<file path="config.mk">
export PLATFORM = sky130hd
export DESIGN_NAME = hit_scorer
export DESIGN_NICKNAME = d
export VERILOG_FILES = /design/src/rtl/whac_pkg.sv /design/src/rtl/switch_debouncer.sv /design/src/rtl/hit_scorer.sv
export SDC_FILE = /design/constraint.sdc
export NUM_CORES = 1
export LEC_CHECK = 0
export BUFFER_PORTS_ARGS = -buffer_cell sky130_fd_sc_hd__buf_2
export CORE_MARGIN = 1
export CORE_UTILIZATION = 35
export DETAILED_ROUTE_END_ITERATION = 6
export PLACE_DENSITY_LB_ADDON = 0.1
export SLEW_MARGIN = 20
export SYNTH_ARGS = -nofsm -noshare
export SYNTH_HDL_FRONTEND = slang
export SYNTH_HIERARCHICAL = 1
export SYNTH_SLANG_ARGS = --single-unit
</file>
<file path="constraint.sdc">
create_clock -name clk -period 5.7 [get_ports clk]
set_input_delay 0.855 -clock clk [delete_from_list [all_inputs] [get_ports clk]]
set_output_delay 0.855 -clock clk [all_outputs]
set_load 0.03 [all_outputs]
</file>
<file path="src/rtl/whac_pkg.sv">
// Shared constants for the whack-a-mole hit scorer.
//   DEF_NUM_HOLES      : default number of holes, switches and LEDs
//   DEF_DEBOUNCE_DELAY : default stable cycles needed to accept a switch change
//   DEF_STREAK_WIDTH   : default width of the streak and miss counters
package whac_pkg;

    localparam int DEF_NUM_HOLES      = 6;
    localparam int DEF_DEBOUNCE_DELAY = 2500;
    localparam int DEF_STREAK_WIDTH   = 8;

    // Counter width able to hold values 0..max_value (never less than 1 bit).
    function automatic int count_width(input int max_value);
        return (max_value > 1) ? $clog2(max_value + 1) : 1;
    endfunction

endpackage

</file>
<file path="src/rtl/switch_debouncer.sv">
// One-bit switch conditioner: 2-flop synchroniser followed by a debouncer.
//   clk       : rising-edge clock
//   reset     : synchronous, active-high reset
//   raw       : asynchronous switch input
//   debounced : accepted switch level; flips only after the synchronised
//               level has differed from it for DEBOUNCE_DELAY cycles in a row
module switch_debouncer
    import whac_pkg::*;
#(
    parameter int DEBOUNCE_DELAY = DEF_DEBOUNCE_DELAY
) (
    input  logic clk,
    input  logic reset,
    input  logic raw,
    output logic debounced
);

    localparam int CW = count_width(DEBOUNCE_DELAY - 1);
    localparam logic [CW-1:0] LAST = CW'(DEBOUNCE_DELAY - 1);

    logic          sync1_r;
    logic          sync2_r;
    logic          deb_r;
    logic [CW-1:0] cnt_r;

    // Synchronise the raw switch, then count consecutive differing cycles.
    always_ff @(posedge clk) begin
        if (reset) begin
            sync1_r <= 1'b0;
            sync2_r <= 1'b0;
            deb_r   <= 1'b0;
            cnt_r   <= {CW{1'b0}};
        end else begin
            sync1_r <= raw;
            sync2_r <= sync1_r;
            if (sync2_r != deb_r) begin
                // The cycle that reaches the count is itself the last stable one.
                if (cnt_r == LAST) begin
                    deb_r <= sync2_r;
                    cnt_r <= {CW{1'b0}};
                end else begin
                    cnt_r <= cnt_r + CW'(1);
                end
            end else begin
                cnt_r <= {CW{1'b0}};
            end
        end
    end

    assign debounced = deb_r;

endmodule

</file>
<file path="src/rtl/hit_scorer.sv">
// Whack-a-mole hit scorer: debounces the player switches, tracks live moles
// and scores hits, misses, streak and miss total.
//   clk, reset         : rising-edge clock, synchronous active-high reset
//   switches           : raw player switches (any debounced change is a whack)
//   mole_positions     : 1 = mole up in that hole
//   game_in_progress   : enables scoring; rising edge restarts the game
//   LEDs               : live, unhit moles
//   miss               : pulse on a whack-miss or expiry-miss
//   non_full_clear_hit : pulse on a hit leaving at least one live mole
//   full_clear_hit     : pulse on a hit leaving no live moles
//   hit_count          : holes hit this cycle (0 when no hit pulse)
//   streak, miss_total : saturating hit streak and miss counter
module hit_scorer
    import whac_pkg::*;
#(
    parameter int NUM_HOLES      = DEF_NUM_HOLES,
    parameter int DEBOUNCE_DELAY = DEF_DEBOUNCE_DELAY,
    parameter int STREAK_WIDTH   = DEF_STREAK_WIDTH,
    parameter int EXPIRY_MISS    = 1
) (
    input  logic                           clk,
    input  logic                           reset,
    input  logic [NUM_HOLES-1:0]           switches,
    input  logic [NUM_HOLES-1:0]           mole_positions,
    input  logic                           game_in_progress,
    output logic [NUM_HOLES-1:0]           LEDs,
    output logic                           miss,
    output logic                           non_full_clear_hit,
    output logic                           full_clear_hit,
    output logic [$clog2(NUM_HOLES+1)-1:0] hit_count,
    output logic [STREAK_WIDTH-1:0]        streak,
    output logic [STREAK_WIDTH-1:0]        miss_total
);

    localparam int CW = $clog2(NUM_HOLES + 1);

    function automatic logic [CW-1:0] popcount(input logic [NUM_HOLES-1:0] v);
        logic [CW-1:0] c;
        c = {CW{1'b0}};
        for (int i = 0; i < NUM_HOLES; i++) begin
            c = c + CW'(v[i]);
        end
        return c;
    endfunction

    logic [NUM_HOLES-1:0]    deb_s;
    logic [NUM_HOLES-1:0]    base_r;
    logic [NUM_HOLES-1:0]    mole_prev_r;
    logic                    game_prev_r;
    logic [NUM_HOLES-1:0]    alive_r;
    logic                    miss_r;
    logic                    nfc_r;
    logic                    fc_r;
    logic [CW-1:0]           hc_r;
    logic [STREAK_WIDTH-1:0] streak_r;
    logic [STREAK_WIDTH-1:0] mt_r;

    logic                    start_s;
    logic [NUM_HOLES-1:0]    whack_s;
    logic [NUM_HOLES-1:0]    hit_s;
    logic [NUM_HOLES-1:0]    expiry_s;
    logic [NUM_HOLES-1:0]    alive_next_s;
    logic                    any_hit_s;
    logic                    any_miss_s;
    logic [CW-1:0]           count_s;
    logic [STREAK_WIDTH:0]   streak_sum_s;
    logic [STREAK_WIDTH-1:0] streak_sat_s;

    for (genvar g = 0; g < NUM_HOLES; g++) begin : g_deb
        switch_debouncer #(.DEBOUNCE_DELAY(DEBOUNCE_DELAY)) u_deb (
            .clk       (clk),
            .reset     (reset),
            .raw       (switches[g]),
            .debounced (deb_s[g])
        );
    end

    // Hit / miss classification and next alive state.
    always_comb begin
        start_s      = game_in_progress & ~game_prev_r;
        // base_r follows the debounced bits every cycle, so changes made
        // while the game is off never turn into whacks later.
        whack_s      = deb_s ^ base_r;
        hit_s        = whack_s & alive_r;
        if (EXPIRY_MISS != 0) begin
            expiry_s = alive_r & ~mole_positions & ~hit_s;
        end else begin
            expiry_s = {NUM_HOLES{1'b0}};
        end
        alive_next_s = (alive_r | (mole_positions & ~mole_prev_r)) & mole_positions & ~hit_s;
        any_hit_s    = |hit_s;
        any_miss_s   = |(whack_s & ~alive_r) | (|expiry_s);
        count_s      = popcount(hit_s);
        streak_sum_s = {1'b0, streak_r} + (STREAK_WIDTH+1)'(count_s);
        if (streak_sum_s[STREAK_WIDTH]) begin
            streak_sat_s = {STREAK_WIDTH{1'b1}};
        end else begin
            streak_sat_s = streak_sum_s[STREAK_WIDTH-1:0];
        end
    end

    // Scoring state and registered outputs.
    always_ff @(posedge clk) begin
        if (reset) begin
            base_r      <= {NUM_HOLES{1'b0}};
            mole_prev_r <= {NUM_HOLES{1'b0}};
            game_prev_r <= 1'b0;
            alive_r     <= {NUM_HOLES{1'b0}};
            miss_r      <= 1'b0;
            nfc_r       <= 1'b0;
            fc_r        <= 1'b0;
            hc_r        <= {CW{1'b0}};
            streak_r    <= {STREAK_WIDTH{1'b0}};
            mt_r        <= {STREAK_WIDTH{1'b0}};
        end else begin
            base_r      <= deb_s;
            mole_prev_r <= mole_positions;
            game_prev_r <= game_in_progress;
            if (!game_in_progress) begin
                alive_r <= {NUM_HOLES{1'b0}};
                miss_r  <= 1'b0;
                nfc_r   <= 1'b0;
                fc_r    <= 1'b0;
                hc_r    <= {CW{1'b0}};
            end else if (start_s) begin
                alive_r  <= mole_positions;
                miss_r   <= 1'b0;
                nfc_r    <= 1'b0;
                fc_r     <= 1'b0;
                hc_r     <= {CW{1'b0}};
                streak_r <= {STREAK_WIDTH{1'b0}};
                mt_r     <= {STREAK_WIDTH{1'b0}};
            end else begin
                alive_r <= alive_next_s;
                miss_r  <= any_miss_s;
                nfc_r   <= any_hit_s & (|alive_next_s);
                fc_r    <= any_hit_s & ~(|alive_next_s);
                hc_r    <= any_hit_s ? count_s : {CW{1'b0}};
                if (any_miss_s) begin
                    streak_r <= {STREAK_WIDTH{1'b0}};
                end else if (any_hit_s) begin
                    streak_r <= streak_sat_s;
                end else begin
                    streak_r <= streak_r;
                end
                if (any_miss_s && (mt_r != {STREAK_WIDTH{1'b1}})) begin
                    mt_r <= mt_r + STREAK_WIDTH'(1);
                end else begin
                    mt_r <= mt_r;
                end
            end
        end
    end

    assign LEDs               = alive_r;
    assign miss               = miss_r;
    assign non_full_clear_hit = nfc_r;
    assign full_clear_hit     = fc_r;
    assign hit_count          = hc_r;
    assign streak             = streak_r;
    assign miss_total         = mt_r;

endmodule

</file>
# Yosys cells after proc, flatten, opt, wreduce, memory -nomap -nowiden
# Index checks and enable logic that the tools add are counted.
op_classes:
  add_sub_neg: 13
  n_eq_ne: 13
  muxes: 7
  n_bitwise: 27
  reduce_logical: 24
ops:
  columns: ["cell", "count"]
  rows:
  - ["adder 12 x 1 -> 12 bit, second input constant", 6]
  - ["equality test 12 bit, second input constant", 6]
  - ["two-way mux 8 bit", 6]
  - ["bitwise AND 6 bit", 7]
  - ["NOT 6 bit", 4]
  - ["OR reduction 6 bit", 4]
  - ["OR reduction 3 bit", 7]
  - ["AND reduction 2 bit", 8]
  - ["NOT 1 bit", 10]
  - ["adder 3 x 1 -> 3 bit", 3]
  - ["adder 8 x 3 -> 9 bit", 1]
  - ["adder 8 x 1 -> 8 bit, second input constant", 1]
  - ["inequality test 8 bit, second input constant", 1]
  - ["two-way mux 6 bit", 1]
  - ["inequality test 1 bit", 6]
  - ["bitwise OR 6 bit", 1]
  - ["XOR 6 bit", 1]
  - ["OR reduction 4 bit", 1]
  - ["adder 2 x 1 -> 3 bit", 1]
  - ["bitwise AND 1 bit", 3]
  - ["nonzero test 3 bit", 1]
  - ["adder 1 x 1 -> 2 bit", 1]
  - ["nonzero test 2 bit", 1]
  - ["OR reduction 2 bit", 1]
  - ["other kinds (2)", 2]
totals:
  reg_bits: 131
  input_bits: 15
  out_inout_bits: 28

# Logic depth before layout (Yosys ltp)
# Gate-level depths: netlist (run 1).
depth:
  ltp_word: 12
  mapped_depth: 17

# Modules after synthesis
# The synthesis (run 1) kept the hierarchy.
by_module_without_submodules:
  columns: ["mod", "n_inst", "cells_each", "area_per_inst_um2"]
  rows:
  - ["switch_debouncer (g_deb[0].u_deb ...)", 5, 71, 686.9]
  - ["hit_scorer", 1, 237, 2152.1]
  - ["switch_debouncer (g_deb[5].u_deb)", 1, 66, 618.1]

# Worst setup path after synthesis (run 1)
# OpenSTA, ideal clock, no wires.
synth_timing:
  path_kind: "register to register"
  from: "register g_deb[0].u_deb.deb_r"
  to: "register streak_r[3], in the netlist streak[3]"
  setup_time_ps: 91
  t_arrival_ps: 3877
  t_required_ps: 5609
  setup_slack_ps: 1732
  path_stages_with_launch: 18
  synth_period_minus_slack_ps: 3968
  cell_sequence: "dfxtp_1 > xor2_1 > nand2_1 > inv_1 > fa_1 > inv_1 > fa_1 > inv_1 > ha_1 > fa_1 > inv_1 > fa_1 > inv_1 > a21oi_1 > or3_1 > nand2_1 > a21oi_1 > a311oi_1"
synth_between:
  elab_chain_len: 12
  elab_cells_between_ends: 21
synth_lines:
  columns: ["element", "line", "rtl"]
  rows:
  - ["from (decl)", "switch_debouncer.sv:23", "logic deb_r;"]
  - ["from (signal assigned)", "switch_debouncer.sv:39", "deb_r <= sync2_r;"]
  - ["XOR 6 bit", "hit_scorer.sv:83", "whack_s = deb_s ^ base_r;"]
  - ["bitwise AND 6 bit", "hit_scorer.sv:84", "hit_s = whack_s & alive_r;"]
  - ["adder 1 x 1 -> 2 bit", "hit_scorer.sv:41", "c = c + CW'(v[i]);"]
  - ["adder 2 x 1 -> 3 bit", "hit_scorer.sv:41", null]
  - ["adder 3 x 1 -> 3 bit (3 in series)", "hit_scorer.sv:41", null]
  - ["via count_s[1]", "hit_scorer.sv:65", "logic [CW-1:0] count_s;"]
  - ["adder 8 x 3 -> 9 bit", "hit_scorer.sv:94", "streak_sum_s = {1'b0, streak_r} + (STREAK_WIDTH+1)'(count_s);"]
  - ["two-way mux 8 bit", "hit_scorer.sv:95", "if (streak_sum_s[STREAK_WIDTH]) begin"]
  - ["two-way mux 8 bit", "hit_scorer.sv:141", "end else if (any_hit_s) begin"]
  - ["two-way mux 8 bit", "hit_scorer.sv:139", "if (any_miss_s) begin"]
  - ["two-way mux 8 bit", "hit_scorer.sv:125", "end else if (start_s) begin"]
  - ["to (signal assigned)", "hit_scorer.sv:140", "streak_r <= {STREAK_WIDTH{1'b0}};"]
  - ["to (signal assigned)", "hit_scorer.sv:142", "streak_r <= streak_sat_s;"]
  - ["to (signal assigned)", "hit_scorer.sv:144", "streak_r <= streak_r;"]
  - ["to (decl)", "hit_scorer.sv:55", "logic [STREAK_WIDTH-1:0] streak_r;"]
# The timed path passes the listed nets, and every way through them passes these cells. The select of a mux whose other input is x is not followed.
# A chain may end at the register's enable or synchronous reset.

# Worst setup path in the final report (run 1)
layout_timing:
  from: "register g_deb[1].u_deb.deb_r"
  to: "register streak_r[3], in the netlist streak[3]"
layout_between:
  elab_chain_len: 12
  elab_cells_between_ends: 21
layout_lines:
  columns: ["element", "line"]
  rows:
  - ["from (decl)", "switch_debouncer.sv:23"]
  - ["from (signal assigned)", "switch_debouncer.sv:39"]
  - ["XOR 6 bit", "hit_scorer.sv:83"]
  - ["bitwise AND 6 bit", "hit_scorer.sv:84"]
  - ["adder 1 x 1 -> 2 bit", "hit_scorer.sv:41"]
  - ["adder 2 x 1 -> 3 bit", "hit_scorer.sv:41"]
  - ["adder 3 x 1 -> 3 bit (3 in series)", "hit_scorer.sv:41"]
  - ["via count_s[1]", "hit_scorer.sv:65"]
  - ["adder 8 x 3 -> 9 bit", "hit_scorer.sv:94"]
  - ["two-way mux 8 bit", "hit_scorer.sv:95"]
  - ["two-way mux 8 bit", "hit_scorer.sv:141"]
  - ["two-way mux 8 bit", "hit_scorer.sv:139"]
  - ["two-way mux 8 bit", "hit_scorer.sv:125"]
# The timed path passes the listed nets, and every way through them passes these cells. The select of a mux whose other input is x is not followed.

==> out/results.ini, run 1 <==
[layout]
n_antenna_cell=0
fin_cells=935
final_cell_mix=131 x dfxtp_1, 48 x nand3_1, 43 x nand2_1
postLayoutCoreUtil_pct=41.1
fin_area_um2=7120
seqCellArea_um2=2620
nFillCells=1700
layout.nets=728
area_delta_synth_final_pct=14.7
multi_input_area_um2=3310
layout-drive-gt1-share_pct=15.1
final_common_cell=dfxtp_1

[critical_path]
cp_num_cells=17
crit_chain=xor2_1 > nand2_1 > inv_1 > fa_1 > inv_1 > fa_1 > inv_1 > ha_1 > fa_1 > inv_1 > fa_1 > inv_1 > a21oi_1 > or3_1 > nand2_1 > a21oi_1 > a311oi_1
crit_path_top_delay_cell=fa_1
worstPathBufferInverterCount=5
rrSetupSlack_ns=1.38
critPathCapture=streak[3]$_SDFFE_PP0P_
reg2reg_to=streak[3]$_SDFFE_PP0P_
arrival_ns=4.64
cpPeakStageDelay_ns=0.53
cp_top_family=adder cells
crit_path_end_kind=flop
cp.required_ns=6.03
crit_type=flop to flop
startpoint_type=flop
critPathMaxFanout=5
reg2reg_depth=17
crit_top_cell=inv_1
reg2reg_from=g_deb[1].u_deb/debounced$_SDFFE_PP0P_
setup.worst_path.start=g_deb[1].u_deb/debounced$_SDFFE_PP0P_

[power_and_ir_drop]
p_leak_nw=2.46
finalPower_mw=2.07
vdd_drop_max_mv=0.209
p_per_area_nw_per_um2=291

[placed_design]
place_area_um2=6540
hpwlAfterDp_um=9010
port_buffers=42
place_ws_ns=1.46
gp_congestion=0.809
dp_cells=903

[sta]
hold_viol=0
tns_ns=0
fin_skew_ns=0.00835
tightestPinTransition_ns=0.753
max_freq_mhz=232
finalHoldWorstSlack_ns=0.439
period_minus_slack_ns=4.32
rsz0062_at_grt=false
period_share_pct=75.7
slew_headroom_pct=49.4
slew_viol_final=0
fin_ws_ns=1.38
setup_viol=0

[global_route]
grt_pass1_wl_um=22900
antenna_found_initial=0
grtUsageTotal_pct=15.8
first_global_vias=4773
grt_max_degree=55
gr-total-overflow=0

[routing]
drcViolationCount=0
ant_nets=0
firstDrtPassIters=4
viasPerCell=5.20
totalWireLength_um=13200
num_vias=4866
drt_iter0_markers=242
wire_per_inst_um=14.2

[yosys]
avgSynthCellArea_um2=9.43
syn_area_um2=6200
ys_seq_elements=131
syn_inst=658
synth-main-ff-cell=dfxtp_1
synth.distinct_cells=58
seq_area_frac_synth_pct=42.3
synth_edf_count=0
yosys_warnings=6
synthArstFlopShare_pct=0
synth_fp_nets=689

[clock_tree]
clockBufferDepth=2
cts_resized=0
cts_max_level=4
cts_tree=yes
cts_setup_buffers=0
clockRootBuffer=clkbuf_16
clock_latency_ns=0.42
cts-hold-fix-buffers=0
clock-sinks=131
cts_buffers=17
path_clk_slew_ns=0.06

[floorplan]
dieHeight_um=135
start_util_pct=35.9
die_w_um=135
core-area_um2=17300
io_pins=43
rows=48
die_area_um2=18300

[run]
drv_cap=0

[worst_hold_path]
min_path_type=flop to flop
whs_path_depth=1

[status]
status=finished clean

logic make-up (layout without fill, tap and decap cells):
family	Yosys count	in the layout	synth area share, %
compound gates	115	115	14.0
mux	11	11	1.77
flops	131	131	42.3
fa+ha+maj	16	16	3.71
buf+inv	51	103	4.36
simple gates	296	296	28.4
xor+xnor	38	38	5.49
how the worst min path moves through the flow:
| stage | start | endpoint | slack (ns) |
|---|---|---|---|
| after CTS | g_deb[5].u_deb/sync1_r$_SDFF_PP0_ | g_deb[5].u_deb/sync2_r$_SDFF_PP0_ | 0.44 |
| after floorplan | g_deb[0].u_deb/sync1_r$_SDFF_PP0_ | g_deb[0].u_deb/sync2_r$_SDFF_PP0_ | 0.41 |
| after detailed placement | g_deb[5].u_deb/sync1_r$_SDFF_PP0_ | g_deb[5].u_deb/sync2_r$_SDFF_PP0_ | 0.43 |
| after global routing | g_deb[0].u_deb/sync1_r$_SDFF_PP0_ | g_deb[0].u_deb/sync2_r$_SDFF_PP0_ | 0.47 |
| final | g_deb[5].u_deb/sync1_r$_SDFF_PP0_ | g_deb[5].u_deb/sync2_r$_SDFF_PP0_ | 0.44 |
| after global placement | g_deb[5].u_deb/sync1_r$_SDFF_PP0_ | g_deb[5].u_deb/sync2_r$_SDFF_PP0_ | 0.42 |
synth_stat cells (all sizes together) (14+ instances only):
cell / number / area share (%)
xor2: 24 / 3.5
nand2b: 26 / 2.6
a211oi: 31 / 3.8
nand3: 48 / 3.9
nor3: 36 / 3.0
or3: 22 / 2.3
dfxtp: 131 / 42
o21ai: 22 / 1.8
nand2: 44 / 2.7
nor2: 20 / 1.2
nor2b: 26 / 2.6
buf: 14 / 2.1
inv: 28 / 1.7
or4: 17 / 2.4
a21oi: 17 / 1.4
xnor2: 14 / 2.0
cell type report:
class,count,area share [%]
sequential,131,36.8
multi-input combinational,476,46.5
inverter,28,1.48
clock inverter,13,1.90
clock buffer,19,6.22
tap,225,3.96
timing repair buffer,43,3.06
metal layers:
layer  vias up  track usage (%)  wire length, um
li1       2472                -                -
met1      2311             20.3             6540
met2        72             25.0             6030
met3        11             4.56              513
met4         0             5.68              144
met5         -                0                0
flip-flops by register name, indices dropped and copies added, names as in the netlist, 6 cells and up:
register               flops
miss_total                 8
g_deb.u_deb/sync1_r        6
LEDs                       6
base_r                     6
g_deb.u_deb/cnt_r         72
g_deb.u_deb/debounced      6
streak                     8
g_deb.u_deb/sync2_r        6
mole_prev_r                6
power by group:
group / internal, mW / leakage [nW] / switching (mW) / total, mW
clock network: 0.653 / 0.271 / 0.419 / 1.07
logic: 0.0223 / 1.13 / 0.0422 / 0.0645
registers: 0.926 / 1.06 / 0.00779 / 0.934
total: 1.60 / 2.46 / 0.469 / 2.07
No activity file was read; power rests on OpenSTA's default activity.
==> run 2: changes to the inputs <==
clock period = 4.1 ns   (was 5.7 ns; I/O delays follow)
==> out/results.ini, run 2 (synthesized netlist as in run 1, its figures left out) <==
[critical_path]
reg2reg_depth=17
cp_num_cells=17
cp.required_ns=4.43
cp_top_family=adder cells
arrival_ns=4.20
worstPathBufferInverterCount=5
crit_top_cell=inv_2
crit_type=flop to flop
critPathMaxFanout=4
crit_path_top_delay_cell=fa_1
cpPeakStageDelay_ns=0.55
startpoint_type=flop
crit_chain=xor2_2 > nand2_1 > inv_2 > fa_1 > inv_2 > fa_1 > inv_1 > ha_2 > fa_1 > inv_2 > fa_2 > inv_2 > a21oi_2 > or3_4 > nand2_1 > a21oi_1 > a311oi_1
crit_path_end_kind=flop

[global_route]
gr-total-overflow=0
gr-usage-met1_pct=20.1
antenna_found_initial=0
met3_usage_pct=4.34
grt_pass1_wl_um=22000
grt.busiest_layer=met2
grt_max_degree=45
use_met2_pct=23.3
first_global_vias=4545
grtUsageTotal_pct=15.3

[routing]
wire_per_inst_um=13.9
drcViolationCount=0
viasPerCell=5.18
drt_iter0_markers=220
num_vias=4891
totalWireLength_um=13100
firstDrtPassIters=6
ant_nets=0

[clock_tree]
path_clk_slew_ns=0.06
clock-sinks=131
clockRootBuffer=clkbuf_16
cts_buffers=17
cts-hold-fix-buffers=0
cts_max_level=4
cts_tree=yes
clockBufferDepth=2
clock_latency_ns=0.42

[layout]
layout.nets=737
regMostFlops=g_deb.u_deb/cnt_r
area_delta_synth_final_pct=16.2
final_cell_mix=129 x dfxtp_1, 48 x nand3_1, 43 x nand2_1
postLayoutCoreUtil_pct=41.7
layout-drive-gt1-share_pct=17.5
n_antenna_cell=0
final_common_cell=dfxtp_1
largest_register_ffs=72
nFillCells=1729

[sta]
period_share_pct=94.5
setup_viol=0
slew_headroom_pct=48.7
slew_viol_final=0
hold_viol=0
fin_skew_ns=0.00722
period_minus_slack_ns=3.87
max_freq_mhz=258
tightestPinTransition_ns=0.763

[floorplan]
io_pins=43
dieHeight_um=135
die_area_um2=18300
rows=48
start_util_pct=35.9
core-area_um2=17300
die_w_um=135

[worst_hold_path]
whs_path_depth=2
min_path_type=input port to flop

[power_and_ir_drop]
p_switching_uw=624
p_comb_share_pct=3.1
clock_power_share_pct=51.5
vdd_drop_max_mv=0.277
p_leak_nw=2.51
seqPwrFrac_pct=45.4
p_per_area_nw_per_um2=397
swShare_pct=21.8
finalPower_mw=2.86
p_int_mw=2.24

[status]
status=finished clean

[placed_design]
hpwlAfterDp_um=9020
port_buffers=42
gp_congestion=0.818

[run]
drv_cap=0

## run 2: area by class of cell
| class | count | area [um^2] | area share, % |
|---|---|---|---|
| clock inverter | 10 | 108 | 1.49 |
| timing repair buffer | 52 | 285 | 3.96 |
| sequential | 131 | 2630 | 36.4 |
| multi-input combinational | 476 | 3340 | 46.3 |
| inverter | 28 | 105 | 1.46 |
| clock buffer | 22 | 464 | 6.44 |
| tap | 225 | 282 | 3.90 |
## run 2: power by group through the flow
stage / logic (mW) / registers [mW] / clock network (mW)
5_1_grt: 0.102 / 1.30 / 1.58
3_3_place_gp: 0.0901 / 1.33 / 0
3_5_place_dp: 0.0914 / 1.33 / 0
6_report: 0.0898 / 1.30 / 1.47
2_1_floorplan: 0.0624 / 1.33 / 0
4_1_cts: 0.0922 / 1.30 / 1.52
## run 2: metrics by stage
stage | hold WS [ns] | TNS, ns | setup WS [ns] | area [um^2] | cells
after floorplan | 0.414 | 0 | 0.132 | 6200 | 658
after global placement | 0.419 | 0 | 0.0732 | 6580 | 909
after detailed placement | 0.427 | 0 | 0.0235 | 6580 | 909
after CTS | 0.397 | 0 | 0.0267 | 7160 | 941
after global routing | 0.407 | -0.00249 | -0.00146 | 7210 | 944
final | 0.410 | 0 | 0.227 | 7210 | 944
## run 2: path summary, 6_finish.rpt
check                                     from                                 to  slack, ns
max reg2reg               base_r[3]$_SDFF_PP0_             streak[3]$_SDFFE_PP0P_       0.23
max                       base_r[3]$_SDFF_PP0_             streak[3]$_SDFFE_PP0P_       0.23
min reg2reg  g_deb[5].u_deb/sync1_r$_SDFF_PP0_  g_deb[5].u_deb/sync2_r$_SDFF_PP0_       0.44
min                                switches[1]  g_deb[1].u_deb/sync1_r$_SDFF_PP0_       0.41
## run 2: per-layer routing
metal	vias to the layer above	wire, um
li1	2476	-
met1	2331	6590
met2	70	5870
met3	14	440
met4	0	202
met5	-	0
## run 2: timing repair
action	CTS	global route
pin swaps	1	8
resized for setup	0	12
endpoints found under the setup margin	1	6
buffers inserted	0	3
hold endpoints to repair	0	0
gates cloned	0	0
